### src/rtl/spi_slave_core.sv
// SPI slave core: SCK/CS/MOSI oversampled on i_Clk through 2-FF synchronizers,
// MSB-first shift registers, byte RX valid pulse and a one-word TX holding buffer.
module spi_slave_core #(
    parameter int unsigned               SPI_MODE   = 0,
    parameter int unsigned               DATA_WIDTH = 8,
    parameter logic [DATA_WIDTH-1:0]     IDLE_FILL  = 8'hFF
) (
    input  logic                  i_Clk,
    input  logic                  i_Rst,
    input  logic                  i_TX_DV,
    input  logic [DATA_WIDTH-1:0] i_TX_Byte,
    output logic                  o_TX_Ready,
    output logic                  o_TX_Underrun,
    output logic                  o_RX_DV,
    output logic [DATA_WIDTH-1:0] o_RX_Byte,
    input  logic                  SPI_Clk,
    input  logic                  SPI_CS_n,
    input  logic                  SPI_MOSI,
    output logic                  SPI_MISO,
    output logic                  o_MISO_En
);
    localparam logic CPOL = (SPI_MODE & 2) != 0;
    localparam logic CPHA = (SPI_MODE & 1) != 0;
    localparam int unsigned CW = $clog2(DATA_WIDTH + 1);
    localparam logic [CW-1:0] CNT_LAST = CW'(DATA_WIDTH - 1);
    localparam logic [CW-1:0] CNT_FULL = CW'(DATA_WIDTH);

    typedef enum logic [1:0] {
        S_IDLE  = 2'd0,
        S_LOAD  = 2'd1,
        S_SHIFT = 2'd2
    } state_e;

    state_e                  state_q, state_d;
    logic                    sck_meta_q, sck_sync_q, sck_prev_q;
    logic                    cs_meta_q, cs_sync_q, cs_prev_q;
    logic                    mosi_meta_q, mosi_sync_q;
    logic [DATA_WIDTH-1:0]   tx_buf_q, tx_buf_d;
    logic                    tx_full_q, tx_full_d;
    logic [DATA_WIDTH-1:0]   tx_shift_q, tx_shift_d;
    logic [DATA_WIDTH-1:0]   rx_shift_q, rx_shift_d;
    logic [CW-1:0]           bit_cnt_q, bit_cnt_d;
    logic [DATA_WIDTH-1:0]   rx_byte_q, rx_byte_d;
    logic                    rx_dv_q, rx_dv_d;
    logic                    underrun_q, underrun_d;
    logic                    miso_q, miso_d;
    logic                    miso_en_q, miso_en_d;

    logic                    leading_edge, trailing_edge;
    logic                    sample_edge, shift_edge, cs_fall, do_load;
    logic [DATA_WIDTH-1:0]   load_word, rx_next;

    assign leading_edge  = (sck_sync_q != CPOL) && (sck_prev_q == CPOL);
    assign trailing_edge = (sck_sync_q == CPOL) && (sck_prev_q != CPOL);
    assign sample_edge   = CPHA ? trailing_edge : leading_edge;
    assign shift_edge    = CPHA ? leading_edge  : trailing_edge;
    assign cs_fall       = !cs_sync_q && cs_prev_q;
    assign load_word     = tx_full_q ? tx_buf_q : IDLE_FILL;
    assign rx_next       = {rx_shift_q[DATA_WIDTH-2:0], mosi_sync_q};

    always_comb begin
        state_d    = state_q;
        tx_buf_d   = tx_buf_q;
        tx_full_d  = tx_full_q;
        tx_shift_d = tx_shift_q;
        rx_shift_d = rx_shift_q;
        bit_cnt_d  = bit_cnt_q;
        rx_byte_d  = rx_byte_q;
        rx_dv_d    = 1'b0;
        underrun_d = 1'b0;
        miso_d     = miso_q;
        miso_en_d  = !cs_sync_q;
        do_load    = 1'b0;

        if (state_q != S_IDLE && cs_sync_q) begin
            state_d   = S_IDLE;
            bit_cnt_d = '0;
            miso_d    = 1'b1;
        end else begin
            unique case (state_q)
                S_IDLE: begin
                    if (cs_fall) state_d = S_LOAD;
                end
                S_LOAD: begin
                    do_load = 1'b1;
                    state_d = S_SHIFT;
                end
                S_SHIFT: begin
                    if (sample_edge) begin
                        rx_shift_d = rx_next;
                        bit_cnt_d  = bit_cnt_q + 1'b1;
                        if (bit_cnt_q == CNT_LAST) begin
                            rx_byte_d = rx_next;
                            rx_dv_d   = 1'b1;
                        end
                    end
                    // With CPHA=0 the MSB is already on MISO after a (re)load, so a
                    // shift edge before the word's first sample must not advance it.
                    if (shift_edge && (CPHA || bit_cnt_q != '0)) begin
                        miso_d     = tx_shift_q[DATA_WIDTH-1];
                        tx_shift_d = tx_shift_q << 1;
                    end
                    if (bit_cnt_q == CNT_FULL) do_load = 1'b1;
                end
                default: state_d = S_IDLE;
            endcase
        end

        if (do_load) begin
            bit_cnt_d  = '0;
            underrun_d = !tx_full_q;
            tx_full_d  = 1'b0;
            if (CPHA) begin
                tx_shift_d = load_word;
            end else begin
                tx_shift_d = load_word << 1;
                miso_d     = load_word[DATA_WIDTH-1];
            end
        end

        // A write in the same cycle as a load lands after the load has taken the old state.
        if (i_TX_DV && !tx_full_q) begin
            tx_buf_d  = i_TX_Byte;
            tx_full_d = 1'b1;
        end
    end

    always_ff @(posedge i_Clk) begin
        if (i_Rst) begin
            state_q     <= S_IDLE;
            sck_meta_q  <= CPOL;
            sck_sync_q  <= CPOL;
            sck_prev_q  <= CPOL;
            cs_meta_q   <= 1'b1;
            cs_sync_q   <= 1'b1;
            cs_prev_q   <= 1'b1;
            mosi_meta_q <= 1'b0;
            mosi_sync_q <= 1'b0;
            tx_buf_q    <= '0;
            tx_full_q   <= 1'b0;
            tx_shift_q  <= '0;
            rx_shift_q  <= '0;
            bit_cnt_q   <= '0;
            rx_byte_q   <= '0;
            rx_dv_q     <= 1'b0;
            underrun_q  <= 1'b0;
            miso_q      <= 1'b1;
            miso_en_q   <= 1'b0;
        end else begin
            state_q     <= state_d;
            sck_meta_q  <= SPI_Clk;
            sck_sync_q  <= sck_meta_q;
            sck_prev_q  <= sck_sync_q;
            cs_meta_q   <= SPI_CS_n;
            cs_sync_q   <= cs_meta_q;
            cs_prev_q   <= cs_sync_q;
            mosi_meta_q <= SPI_MOSI;
            mosi_sync_q <= mosi_meta_q;
            tx_buf_q    <= tx_buf_d;
            tx_full_q   <= tx_full_d;
            tx_shift_q  <= tx_shift_d;
            rx_shift_q  <= rx_shift_d;
            bit_cnt_q   <= bit_cnt_d;
            rx_byte_q   <= rx_byte_d;
            rx_dv_q     <= rx_dv_d;
            underrun_q  <= underrun_d;
            miso_q      <= miso_d;
            miso_en_q   <= miso_en_d;
        end
    end

    assign o_TX_Ready    = !tx_full_q;
    assign o_TX_Underrun = underrun_q;
    assign o_RX_DV       = rx_dv_q;
    assign o_RX_Byte     = rx_byte_q;
    assign SPI_MISO      = miso_q;
    assign o_MISO_En     = miso_en_q;

endmodule

### config.mk
export PLATFORM = sky130hd
export DESIGN_NAME = spi_slave_core
export DESIGN_NICKNAME = d
export VERILOG_FILES = /design/src/rtl/spi_slave_core.sv
export SDC_FILE = /design/constraint.sdc
export NUM_CORES = 1
export LEC_CHECK = 0
export BUFFER_PORTS_ARGS = -buffer_cell sky130_fd_sc_hd__buf_2
export CORE_MARGIN = 2
export CORE_UTILIZATION = 50
export CTS_CLUSTER_SIZE = 14
export DETAILED_ROUTE_END_ITERATION = 7
export PLACE_DENSITY_LB_ADDON = 0.05
export SLEW_MARGIN = 30
export SYNTH_ARGS = -nofsm -noshare
export SYNTH_HDL_FRONTEND = slang
export SYNTH_SLANG_ARGS = --single-unit
### constraint.sdc
create_clock -name i_Clk -period 1.9 [get_ports i_Clk]
set_clock_uncertainty 0.2 [all_clocks]
set_input_delay 0.19 -clock i_Clk [delete_from_list [all_inputs] [get_ports i_Clk]]
set_output_delay 0.19 -clock i_Clk [all_outputs]
set_load 0.01 [all_outputs]
==> results_tabular.tex, run 1 <==
\begin{tabular}{lr}
\hline
Metric & Value \\
\hline
\multicolumn{2}{l}{\textbf{Run status}} \\
Result of the run & completed \\
\multicolumn{2}{l}{\textbf{Die}} \\
Effective utilization at floorplan & 0.523 \\
Std cell rows & 22 \\
Height of the die & 65.9 um \\
I/O pin cnt & 27 \\
Placeable core area & 3660 um2 \\
Die Span X & 65.9 um \\
Die area & 4340 um2 \\
\multicolumn{2}{l}{\textbf{Yosys}} \\
Area share of fa/ha/maj cells after synthesis & 0.0327 \\
Commonest register cell after synthesis & sky130\_fd\_sc\_hd\_\_dfxtp\_1 \\
Synth unique cells & 35 \\
Part of the Yosys area used for sequential elements & 0.512 \\
Synthesized-area fraction occupied by xor and xnor cells & 0.0137 \\
Ys Warns & 0 \\
Count of mapped cells out of synthesis & 196 \\
EDFF count, synth & 0 \\
Post-synthesis sequential element count & 49 \\
Area share of the leading cell type in the synthesized netlist & 0.512 \\
Cell types with the largest area share after synthesis & sky130\_fd\_sc\_hd\_\_dfxtp\_1 (51\%), sky130\_fd\_sc\_hd\_\_mux2i\_1 (9.9\%), sky130\_fd\_sc\_hd\_\_nor2\_1 (7.6\%) \\
Biggest area consumer among synthesized cells & sky130\_fd\_sc\_hd\_\_dfxtp\_1 \\
Multiplexer share of the synthesized area & 0.0993 \\
Share of flip-flops with an asynchronous set or reset & 0 \\
Summed instance area of the synthesized netlist & 1910 um2 \\
Combinational family with the most area after synthesis & simple AND/OR/NAND/NOR gates \\
Average cell area after synthesis & 9.77 um2 \\
Post-synthesis compound-gate area fraction & 0.109 \\
Syn nets & 215 \\
Post-synthesis share of cell area spent on and, or, nand and nor gates & 0.187 \\
\multicolumn{2}{l}{\textbf{Clocking}} \\
Clock tree root buffer cell & sky130\_fd\_sc\_hd\_\_clkbuf\_8 \\
Number of levels the H-tree was split into & 2 \\
CTS Buf Count & 5 \\
Reg clk slew, reported paths & 80 ps \\
Buffer depth of the longest clock path & 2 \\
TritonCTS clock tree & built \\
Worst-skew pair later-pin latency & 300 ps \\
Clock sink count & 49 \\
\multicolumn{2}{l}{\textbf{Place}} \\
Post-placement setup slack & -30.2 ps \\
DP Wirelength & 2630 um \\
Count of placed standard cells including taps & 270 \\
Placement Cell Area & 2150 um2 \\
Number of port buffers & 26 \\
Routability cong. & 0.792 \\
\multicolumn{2}{l}{\textbf{Power and ir drop}} \\
Power per unit of standard cell area & 778 nW/um2 \\
Worst vdd ir & 660 uV \\
Final Total Pwr & 1950 uW \\
Leakage Power & 0.000989 uW \\
\multicolumn{2}{l}{\textbf{Cells and area}} \\
Area taken by flip-flops and latches & 985 um2 \\
Fraction of layout cells with a size suffix above 1 & 0.296 \\
Finished Cell Area & 2500 um2 \\
N\_diodes & 0 \\
Area growth from synthesis to layout & 30.6\% \\
Leading cell types in the layout, fill and taps excluded & sky130\_fd\_sc\_hd\_\_dfxtp\_1 (46), sky130\_fd\_sc\_hd\_\_nor2\_1 (39), sky130\_fd\_sc\_hd\_\_buf\_2 (26) \\
NumNets Final & 265 \\
Most common cell after layout, fill and taps aside & sky130\_fd\_sc\_hd\_\_dfxtp\_1 \\
Number of fill cells in the layout & 278 \\
Non-filler cells in the finished layout & 295 \\
Multi-input gate area & 910 um2 \\
\multicolumn{2}{l}{\textbf{Timing}} \\
Part of the cycle the worst path needs & 0.972 \\
Achievable clock frequency & 541 MHz \\
Number of endpoints failing setup at the final stage & 0 \\
Final worst path period need & 1850 ps \\
Final hold slack & 226 ps \\
Hold violation total from the final report & 0 \\
Setup ws final & 52.8 ps \\
Slew at the pin closest to its max-slew limit & 343 ps \\
Rel. slew slack & 0.771 \\
Count of pins over their slew limit & 0 \\
\multicolumn{2}{l}{\textbf{Worst setup path}} \\
Critical Path Slowest Stage Cell & sky130\_fd\_sc\_hd\_\_dfxtp\_2 \\
Data required, critical path & 1940 ps \\
Sort of element at the end of the critical path & flop \\
Highest fanout seen on the critical path & 7 \\
Longest individual stage delay on the worst path & 350 ps \\
Reg-to-Reg Start & bit\_cnt\_q[1] \\
Kind of start point of the critical path & flop \\
Buffer and inverter count on the worst path & 1 \\
Worst setup slack for register-to-register paths & 50 ps \\
Startpoint-to-endpoint class of the critical path & reg2reg \\
Data arrival time of the critical path & 1890 ps \\
Cells traversed along the worst timing path & inv\_1, ha\_1, nor3b\_1, or3\_4, a21oi\_4, o221a\_2 \\
Capturing point of the worst reg2reg path & tx\_shift\_q[5] \\
Top delay family on crit path & simple AND/OR/NAND/NOR gates \\
Worst setup path start & bit\_cnt\_q[1] \\
R2R cell count & 6 \\
\multicolumn{2}{l}{\textbf{Global routing}} \\
Global-route wire length before repair & 6350 um \\
Antenna violations before repair & 0 \\
GRT Residual Overflow & 0 \\
GR Util All Layers & 0.193 \\
Largest net degree at the start of global routing & 25 \\
Met3 Usage GRT & 0.0613 \\
Met1 track demand over resource in global routing & 0.236 \\
M2 GR Usage & 0.318 \\
Vias in the first global route & 1431 \\
Peak-usage layer in the global routing report & met2 \\
\multicolumn{2}{l}{\textbf{Route}} \\
Drt wl/cell & 12.8 um \\
Violation count after the first detailed-route iteration & 63 \\
First-pass iteration count of the detailed router & 4 \\
Vias per Instance & 4.93 \\
Wirelength, routed & 3780 um \\
Number of remaining DRC errors & 0 \\
Number of antenna-violating nets in the routed design & 0 \\
Via total after detailed routing & 1454 \\
\multicolumn{2}{l}{\textbf{Hold path}} \\
Worst hold path endpoint & cs\_sync\_q \\
Hold/Removal Path Class & reg2reg \\
Origin of the worst min-delay path & cs\_meta\_q \\
Worst hold path cell count & 1 \\
\multicolumn{2}{l}{\textbf{Flow run}} \\
Max-cap violations & 0 \\
\hline
\end{tabular}
[worst register-to-register path: stages, from the launching register on]
cell,delay (ps)
sky130_fd_sc_hd__dfxtp_2,350
sky130_fd_sc_hd__inv_1,60
sky130_fd_sc_hd__ha_1,200
sky130_fd_sc_hd__nor3b_1,170
sky130_fd_sc_hd__or3_4,350
sky130_fd_sc_hd__a21oi_4,240
sky130_fd_sc_hd__o221a_2,220
[worst max path at each step]
stage | endpoint | slack, ps | cells past startpoint
detailed placement | tx_shift_q[6] | -30 | 6
finish | tx_shift_q[5] | 50 | 6
floorplan | tx_shift_q[2] | 110 | 6
global route | tx_shift_q[5] | -8 | 6
CTS | tx_shift_q[5] | 20 | 6
global placement | tx_shift_q[4] | 80 | 6
[repair_timing]
action | 4_1_cts | 5_1_grt
hold buffers | 14 | 0
buffers inserted | 0 | 2
pin swaps | 2 | 7
setup endpoints to repair | 14 | 18
endpoints found under the hold margin | 12 | 0
gates resized for setup | 3 | 17
gates cloned | 1 | 0
[through the flow]
stage | util | setup TNS, ps
global route | 0.683 | -27.5
detailed placement | 0.588 | -179
CTS | 0.661 | 0
finish | 0.683 | 0
floorplan | - | 0
global placement | 0.588 | 0
[report_power, final]
group / switching [uW] / internal, uW / leakage [uW]
logic: 67.7 / 70.4 / 0.000531
registers: 12.3 / 1050 / 0.000400
clock network: 317 / 429 / 0.0000585
[synthesized netlist by cell type, types with 2 or more instances]
| master | count |
|---|---|
| sky130_fd_sc_hd__nor2b_1 | 9 |
| sky130_fd_sc_hd__nor3_1 | 3 |
| sky130_fd_sc_hd__mux2i_1 | 19 |
| sky130_fd_sc_hd__inv_1 | 13 |
| sky130_fd_sc_hd__o221a_2 | 5 |
| sky130_fd_sc_hd__or2_2 | 3 |
| sky130_fd_sc_hd__clkbuf_1 | 7 |
| sky130_fd_sc_hd__xor2_1 | 2 |
| sky130_fd_sc_hd__nand2b_1 | 2 |
| sky130_fd_sc_hd__nor2_1 | 39 |
| sky130_fd_sc_hd__nand2_1 | 4 |
| sky130_fd_sc_hd__a21oi_1 | 15 |
| sky130_fd_sc_hd__ha_1 | 5 |
| sky130_fd_sc_hd__dfxtp_1 | 49 |
[cell families after synthesis]
kind of cell    after synthesis
simple gates                 71
flops                        49
fa+ha+maj                     5
buf+inv                      22
compound gates               27
mux                          19
xor+xnor                      3
[layer usage]
layer | routed length [um] | share of wire | vias up
met3 | 114 | 0.030 | 4
li1 | - | - | 753
met4 | 32 | 0.0085 | 0
met2 | 1890 | 0.50 | 22
met1 | 1750 | 0.46 | 675
met5 | 0 | 0 | -
[state kept, by name (all words and copies together), names as in the netlist, 2 cells and up]
name        count
o_RX_Byte       8
tx_buf_q        8
rx_shift_q      7
tx_shift_q      7
bit_cnt_q       4
state_q         2
[layout make-up]
| cell class | instances | share of cell area |
|---|---|---|
| clock inverters | 1 | 0.0120 |
| well taps | 48 | 0.0240 |
| flip-flops and latches | 49 | 0.394 |
| repair buffers | 52 | 0.152 |
| clock buffers | 7 | 0.0345 |
| inverters | 13 | 0.0195 |
| multi-input cells | 125 | 0.364 |
Note: power is estimated with default switching activity, not from simulation.
==> run 2, diff against run 1 <==
--- a/config.mk
+++ b/config.mk
@@ -6,7 +6,7 @@
 export NUM_CORES = 1
 export LEC_CHECK = 0
 export BUFFER_PORTS_ARGS = -buffer_cell sky130_fd_sc_hd__buf_2
-export CORE_MARGIN = 2
+export CORE_MARGIN = 3
 export CORE_UTILIZATION = 50
 export CTS_CLUSTER_SIZE = 14
 export DETAILED_ROUTE_END_ITERATION = 7
==> constraint.sdc (replaced) <==
create_clock -name i_Clk -period 1.94 [get_ports i_Clk]
set_clock_uncertainty 0.2 [all_clocks]
set_input_delay 0.194 -clock i_Clk [delete_from_list [all_inputs] [get_ports i_Clk]]
set_output_delay 0.194 -clock i_Clk [all_outputs]
set_load 0.01 [all_outputs]
==> run 2 against run 1 <==
Utilization decreased by 0.73 points. Worst hold slack got worse by 130 ps. Routed wire length decreased by 2.0%. Die area increased by 6.2%. Via count about the same. Combinational power decreased by 6%. Sequential power about the same. Total power decreased by 11%. Sequential share of layout area increased by 1.9 points. Cell count decreased by 2.7%. Clock power decreased by 23%. Final area decreased by 4.9%.
==> results_tabular.tex, run 2 (synthesis results as in run 1) <==
\begin{tabular}{lr}
\hline
Metric & Value \\
\hline
\multicolumn{2}{l}{\textbf{Route}} \\
Vias per Instance & 5.06 (+2.7\%) \\
Drt wl/cell & 12.9 um (+0.72\%) \\
Number of remaining DRC errors & 0 (unchanged) \\
Via total after detailed routing & 1453 (-0.069\%) \\
Number of antenna-violating nets in the routed design & 0 (unchanged) \\
Violation count after the first detailed-route iteration & 76 (+21\%) \\
First-pass iteration count of the detailed router & 4 (unchanged) \\
Wirelength, routed & 3700 um (-2.0\%) \\
\multicolumn{2}{l}{\textbf{Cells and area}} \\
Non-filler cells in the finished layout & 287 (-2.7\%) \\
Share of the core filled with cells & 0.676 (-0.00729) \\
Leading cell types in the layout, fill and taps excluded & sky130\_fd\_sc\_hd\_\_dfxtp\_1 (48), sky130\_fd\_sc\_hd\_\_nor2\_1 (39), sky130\_fd\_sc\_hd\_\_buf\_2 (26) \\
Area growth from synthesis to layout & 24.2\% \\
Most common cell after layout, fill and taps aside & sky130\_fd\_sc\_hd\_\_dfxtp\_1 \\
NumNets Final & 259 (-2.3\%) \\
Fraction of layout cells with a size suffix above 1 & 0.257 (-0.0383) \\
N\_diodes & 0 (unchanged) \\
\multicolumn{2}{l}{\textbf{Timing}} \\
Achievable clock frequency & 536 MHz (-1.0\%) \\
Hold violation total from the final report & 0 (unchanged) \\
Count of pins over their slew limit & 0 (unchanged) \\
Final worst path period need & 1870 ps (+19.1 ps) \\
Setup TNS Final & 0 ps (unchanged) \\
Number of endpoints failing setup at the final stage & 0 (unchanged) \\
Rel. slew slack & 0.723 (-0.0476) \\
Slew at the pin closest to its max-slew limit & 415 ps (+71.2 ps) \\
Final hold slack & 97.3 ps (-128 ps) \\
Part of the cycle the worst path needs & 0.962 (-0.0102) \\
\multicolumn{2}{l}{\textbf{Clocking}} \\
Clock tree root buffer cell & sky130\_fd\_sc\_hd\_\_clkbuf\_8 \\
Worst-skew pair later-pin latency & 300 ps (about the same) \\
Reg clk slew, reported paths & 90 ps (about the same) \\
Buffer depth of the longest clock path & 2 (unchanged) \\
Number of levels the H-tree was split into & 2 (unchanged) \\
TritonCTS clock tree & built \\
Clock sink count & 49 (unchanged) \\
Buffers inserted during post-CTS setup optimization & 0 (unchanged) \\
CTS Buf Count & 5 (unchanged) \\
\multicolumn{2}{l}{\textbf{Die}} \\
Placeable core area & 3520 um2 (-3.8\%) \\
Effective utilization at floorplan & 0.544 (+0.0208) \\
Std cell rows & 21 (-4.5\%) \\
Die area & 4610 um2 (+6.2\%) \\
Die Span X & 67.9 um (+3.0\%) \\
I/O pin cnt & 27 (unchanged) \\
Height of the die & 67.9 um (+3.0\%) \\
\multicolumn{2}{l}{\textbf{Worst setup path}} \\
Buffer and inverter count on the worst path & 1 (unchanged) \\
Data arrival time of the critical path & 1900 ps (about the same) \\
Longest individual stage delay on the worst path & 390 ps (+40 ps) \\
Critical Path Slowest Stage Cell & sky130\_fd\_sc\_hd\_\_or3\_4 \\
Worst setup path start & bit\_cnt\_q[1] \\
Cells traversed along the worst timing path & inv\_1, ha\_1, nor3b\_1, or3\_4, a21oi\_4, o221a\_2 \\
Top delay family on crit path & simple AND/OR/NAND/NOR gates \\
Reg-to-Reg Start & bit\_cnt\_q[1] \\
Kind of start point of the critical path & flop \\
Startpoint-to-endpoint class of the critical path & reg2reg \\
Highest fanout seen on the critical path & 7 (unchanged) \\
Sort of element at the end of the critical path & flop \\
Data required, critical path & 1980 ps (+40 ps) \\
\multicolumn{2}{l}{\textbf{Place}} \\
DP Wirelength & 2490 um (-5.0\%) \\
Count of placed standard cells including taps & 266 (-1.5\%) \\
Routability cong. & 0.825 (+4.2\%) \\
Number of port buffers & 26 (unchanged) \\
\multicolumn{2}{l}{\textbf{Global routing}} \\
Global-route wire length before repair & 6370 um (+0.32\%) \\
GR Util All Layers & 0.182 (-0.0110) \\
GRT Residual Overflow & 0 (unchanged) \\
Largest net degree at the start of global routing & 24 (-4.0\%) \\
Antenna violations before repair & 0 (unchanged) \\
Vias in the first global route & 1514 (+5.8\%) \\
\multicolumn{2}{l}{\textbf{Power and ir drop}} \\
Power per unit of standard cell area & 731 nW/um2 (-6.1\%) \\
Leakage Power & 0.000934 uW (-5.6\%) \\
Final Total Pwr & 1740 uW (-11\%) \\
Worst vdd ir & 560 uV (-15\%) \\
\multicolumn{2}{l}{\textbf{Hold path}} \\
Hold/Removal Path Class & in2reg \\
Origin of the worst min-delay path & i\_Rst \\
\multicolumn{2}{l}{\textbf{Run status}} \\
Result of the run & completed \\
\multicolumn{2}{l}{\textbf{Flow run}} \\
Max-cap violations & 0 (unchanged) \\
\hline
\end{tabular}
run 2: final timing paths:
check	endpoint	slack (ps)	cells past startpoint
setup reg to reg	tx_shift_q[3]	70	6
hold / removal	tx_buf_q[7]	100	2
hold reg to reg	cs_sync_q	240	1
setup / recovery	tx_shift_q[3]	70	6
run 2: where the power goes:
group	total [uW]	switching [uW]	internal [uW]
Combinational	130	66.4	63.4
Clock	571	315	255
Sequential	1040	10.8	1030
run 2: repair_timing:
| item | 4_1_cts | 5_1_grt |
|---|---|---|
| setup endpoints to repair | 0 | 15 |
| gates resized for setup | 0 | 13 |
| hold buffers | 12 | 0 |
| endpoints found under the hold margin | 12 | 0 |
run 2: worst register-to-register path, stage by stage, from the launching register on:
cell and delay [ps]:
sky130_fd_sc_hd__dfxtp_2 350, sky130_fd_sc_hd__inv_1 60, sky130_fd_sc_hd__ha_1 190, sky130_fd_sc_hd__nor3b_1 170, sky130_fd_sc_hd__or3_4 390, sky130_fd_sc_hd__a21oi_4 220
sky130_fd_sc_hd__o221a_2 230
run 2: layout make-up:
type	count	area [um2]
fill	306	1140
timing repair buffer	46	314
inverter	13	48.8
sequential	49	982
tap	46	57.6
clock inverter	1	7.51
multi-input combinational	125	892
clock buffer	7	76.3
run 2: metal layers:
metal	GRT usage	share of wire
met2	0.307	0.48
met4	0.0670	0.020
met3	0.0542	0.037
met1	0.220	0.46
met5	0	0
run 2: through the flow:
stage	setup slack, ps	area [um2]
2_1_floorplan	148	1910
3_3_place_gp	109	2120
3_5_place_dp	37.7	2120
4_1_cts	7.81	2330
5_1_grt	-19.7	2380
6_report	73.7	2380
==> run 3, diff against run 2 <==
--- a/config.mk
+++ b/config.mk
@@ -6,6 +6,7 @@
 export NUM_CORES = 1
 export LEC_CHECK = 0
 export BUFFER_PORTS_ARGS = -buffer_cell sky130_fd_sc_hd__buf_2
+export CORE_ASPECT_RATIO = 0.5
 export CORE_MARGIN = 3
 export CORE_UTILIZATION = 50
 export CTS_CLUSTER_SIZE = 14
==> run 3 against run 2 <==
Cell count is 1.7% higher. Largest cell class unchanged. Register-to-register slack hardly changed. Global-route usage shrank 1.8 points. Critical path depth is the same. Worst setup slack improved by 7.9 ps. Utilization rose by 0.56 points. Fmax up 0.42%. Non-clock buffer count did not move. Clock-buffer cell count unchanged. Final area rose by 1.6%.
==> results_tabular.tex, run 3 (synthesis results as in run 1) <==
\begin{tabular}{lr}
\hline
Metric & Value \\
\hline
\multicolumn{2}{l}{\textbf{Run status}} \\
Result of the run & completed \\
\multicolumn{2}{l}{\textbf{Clocking}} \\
Number of levels the H-tree was split into & 2 (unchanged) \\
Buffer depth of the longest clock path & 2 (unchanged) \\
Worst-skew pair later-pin latency & 290 ps (about the same) \\
CTS Buf Count & 5 (unchanged) \\
Clock tree root buffer cell & sky130\_fd\_sc\_hd\_\_clkbuf\_8 \\
Reg clk slew, reported paths & 90 ps (about the same) \\
Clock sink count & 49 (unchanged) \\
TritonCTS clock tree & built \\
\multicolumn{2}{l}{\textbf{Worst setup path}} \\
Data required, critical path & 1980 ps (about the same) \\
Capturing point of the worst reg2reg path & tx\_shift\_q[6] \\
Data arrival time of the critical path & 1900 ps (about the same) \\
Highest fanout seen on the critical path & 7 (unchanged) \\
Kind of start point of the critical path & flop \\
Reg-to-Reg Start & bit\_cnt\_q[0] \\
Sort of element at the end of the critical path & flop \\
Startpoint-to-endpoint class of the critical path & reg2reg \\
R2R cell count & 6 (unchanged) \\
Worst setup slack for register-to-register paths & 80 ps (about the same) \\
\multicolumn{2}{l}{\textbf{Cells and area}} \\
Fraction of layout cells with a size suffix above 1 & 0.257 (unchanged) \\
N\_diodes & 0 (unchanged) \\
Share of the core filled with cells & 0.681 (+0.00558) \\
Number of fill cells in the layout & 276 (-9.8\%) \\
Most common cell after layout, fill and taps aside & sky130\_fd\_sc\_hd\_\_dfxtp\_1 \\
Leading cell types in the layout, fill and taps excluded & sky130\_fd\_sc\_hd\_\_dfxtp\_1 (48), sky130\_fd\_sc\_hd\_\_nor2\_1 (39), sky130\_fd\_sc\_hd\_\_buf\_2 (26) \\
NumNets Final & 259 (unchanged) \\
Area growth from synthesis to layout & 26.2\% \\
\multicolumn{2}{l}{\textbf{Die}} \\
I/O pin cnt & 27 (unchanged) \\
Die Span X & 93.5 um (+38\%) \\
Std cell rows & 15 (-29\%) \\
Effective utilization at floorplan & 0.540 (-0.00403) \\
Height of the die & 49.8 um (-27\%) \\
Placeable core area & 3550 um2 (+0.75\%) \\
Die area & 4650 um2 (+0.98\%) \\
\multicolumn{2}{l}{\textbf{Place}} \\
Number of port buffers & 26 (unchanged) \\
DP Wirelength & 2420 um (-2.9\%) \\
Post-placement setup slack & 10.7 ps (-27.0 ps) \\
Routability cong. & 0.788 (-4.5\%) \\
\multicolumn{2}{l}{\textbf{Route}} \\
First-pass iteration count of the detailed router & 4 (unchanged) \\
Wirelength, routed & 3710 um (+0.30\%) \\
Number of antenna-violating nets in the routed design & 0 (unchanged) \\
Number of remaining DRC errors & 0 (unchanged) \\
Via total after detailed routing & 1387 (-4.5\%) \\
Vias per Instance & 4.75 (-6.2\%) \\
Violation count after the first detailed-route iteration & 41 (-46\%) \\
Drt wl/cell & 12.7 um (-1.4\%) \\
\multicolumn{2}{l}{\textbf{Hold path}} \\
Worst hold path cell count & 2 (unchanged) \\
Hold/Removal Path Class & in2reg \\
Origin of the worst min-delay path & i\_Rst \\
Worst hold path endpoint & tx\_buf\_q[0] \\
\multicolumn{2}{l}{\textbf{Timing}} \\
Final hold slack & 145 ps (+47.6 ps) \\
Number of endpoints failing setup at the final stage & 0 (unchanged) \\
Hold violation total from the final report & 0 (unchanged) \\
Achievable clock frequency & 538 MHz (+0.42\%) \\
Rel. slew slack & 0.664 (-0.0593) \\
Final worst path period need & 1860 ps (-7.88 ps) \\
Setup ws final & 81.6 ps (+7.88 ps) \\
Part of the cycle the worst path needs & 0.958 (-0.00406) \\
Count of pins over their slew limit & 0 (unchanged) \\
Slew at the pin closest to its max-slew limit & 505 ps (+89.9 ps) \\
\multicolumn{2}{l}{\textbf{Global routing}} \\
Largest net degree at the start of global routing & 29 (+21\%) \\
Antenna violations before repair & 0 (unchanged) \\
Vias in the first global route & 1304 (-14\%) \\
Global-route wire length before repair & 6000 um (-5.8\%) \\
GRT Residual Overflow & 0 (unchanged) \\
GR Util All Layers & 0.164 (-0.0178) \\
\multicolumn{2}{l}{\textbf{Power and ir drop}} \\
Final Total Pwr & 1910 uW (+10\%) \\
Worst vdd ir & 390 uV (-30\%) \\
Power per unit of standard cell area & 792 nW/um2 (+8.3\%) \\
Leakage Power & 0.000959 uW (+2.7\%) \\
\multicolumn{2}{l}{\textbf{Flow run}} \\
Max-cap violations & 0 (unchanged) \\
\hline
\end{tabular}
==> run 3: cell types whose count changed in the layout (fill, tap and decap cells not counted), sizes merged <==
cell      change
bufinv        +1
clkinvlp      -1
==> run 3: per-stage QoR <==
step	std cells	TNS, ps	cell area (um2)
floorplan	196	0	1910
global placement	271	0	2130
detailed placement	271	0	2130
CTS	291	0	2370
global route	292	-6.28	2420
finish	292	0	2420
==> run 3: power breakdown <==
group / switching (uW) / leakage [uW] / internal [uW]
Sequential: 11.3 / 0.000399 / 1030
Clock: 322 / 0.0000585 / 421
Combinational: 66.6 / 0.000502 / 65.3
==> run 3: worst max path at each step <==
| stage | start | end | slack [ps] |
|---|---|---|---|
| after detailed placement | state_q[0] | o_RX_Byte[0] | 10 |
| final | bit_cnt_q[0] | tx_shift_q[6] | 80 |
| after floorplan | bit_cnt_q[0] | tx_shift_q[2] | 150 |
| after global routing | state_q[1] | tx_shift_q[7] | -6 |
| after global placement | state_q[0] | o_RX_Byte[0] | 5 |
| after CTS | state_q[0] | o_RX_Byte[0] | 30 |
==> run 3: area by class of cell <==
| class | count | area, um2 | area share |
|---|---|---|---|
| Inverter | 13 | 48.8 | 0.0202 |
| Sequential cell | 49 | 982 | 0.407 |
| Clock buffer | 7 | 86.3 | 0.0357 |
| Tap cell | 51 | 63.8 | 0.0264 |
| Clock inverter | 1 | 30.0 | 0.0124 |
| Timing Repair Buffer | 46 | 314 | 0.130 |
| Multi-Input combinational cell | 125 | 891 | 0.369 |
==> run 3: routing by layer <==
| layer | up-vias | wire length (um) | GRT usage |
|---|---|---|---|
| met5 | - | 0 | 0 |
| met4 | 0 | 7 | 0.0219 |
| met3 | 2 | 123 | 0.0549 |
| met2 | 16 | 1650 | 0.257 |
| met1 | 631 | 1930 | 0.227 |
| li1 | 738 | - | - |
==> run 3: what timing repair did <==
item	in CTS	in global routing
endpoints found under the hold margin	12	0
setup buffers	0	0
setup endpoints to repair	1	15
gates cloned	0	1
resized for setup	1	12
hold buffers	12	0
pin swaps	0	2
==> run 3: critical path, stage by stage (launching register included) <==
cell	delay, ps
sky130_fd_sc_hd__dfxtp_1	350
sky130_fd_sc_hd__inv_1	50
sky130_fd_sc_hd__ha_1	210
sky130_fd_sc_hd__nor3b_1	160
sky130_fd_sc_hd__or3_4	390
sky130_fd_sc_hd__a21oi_4	220
sky130_fd_sc_hd__o221a_2	220
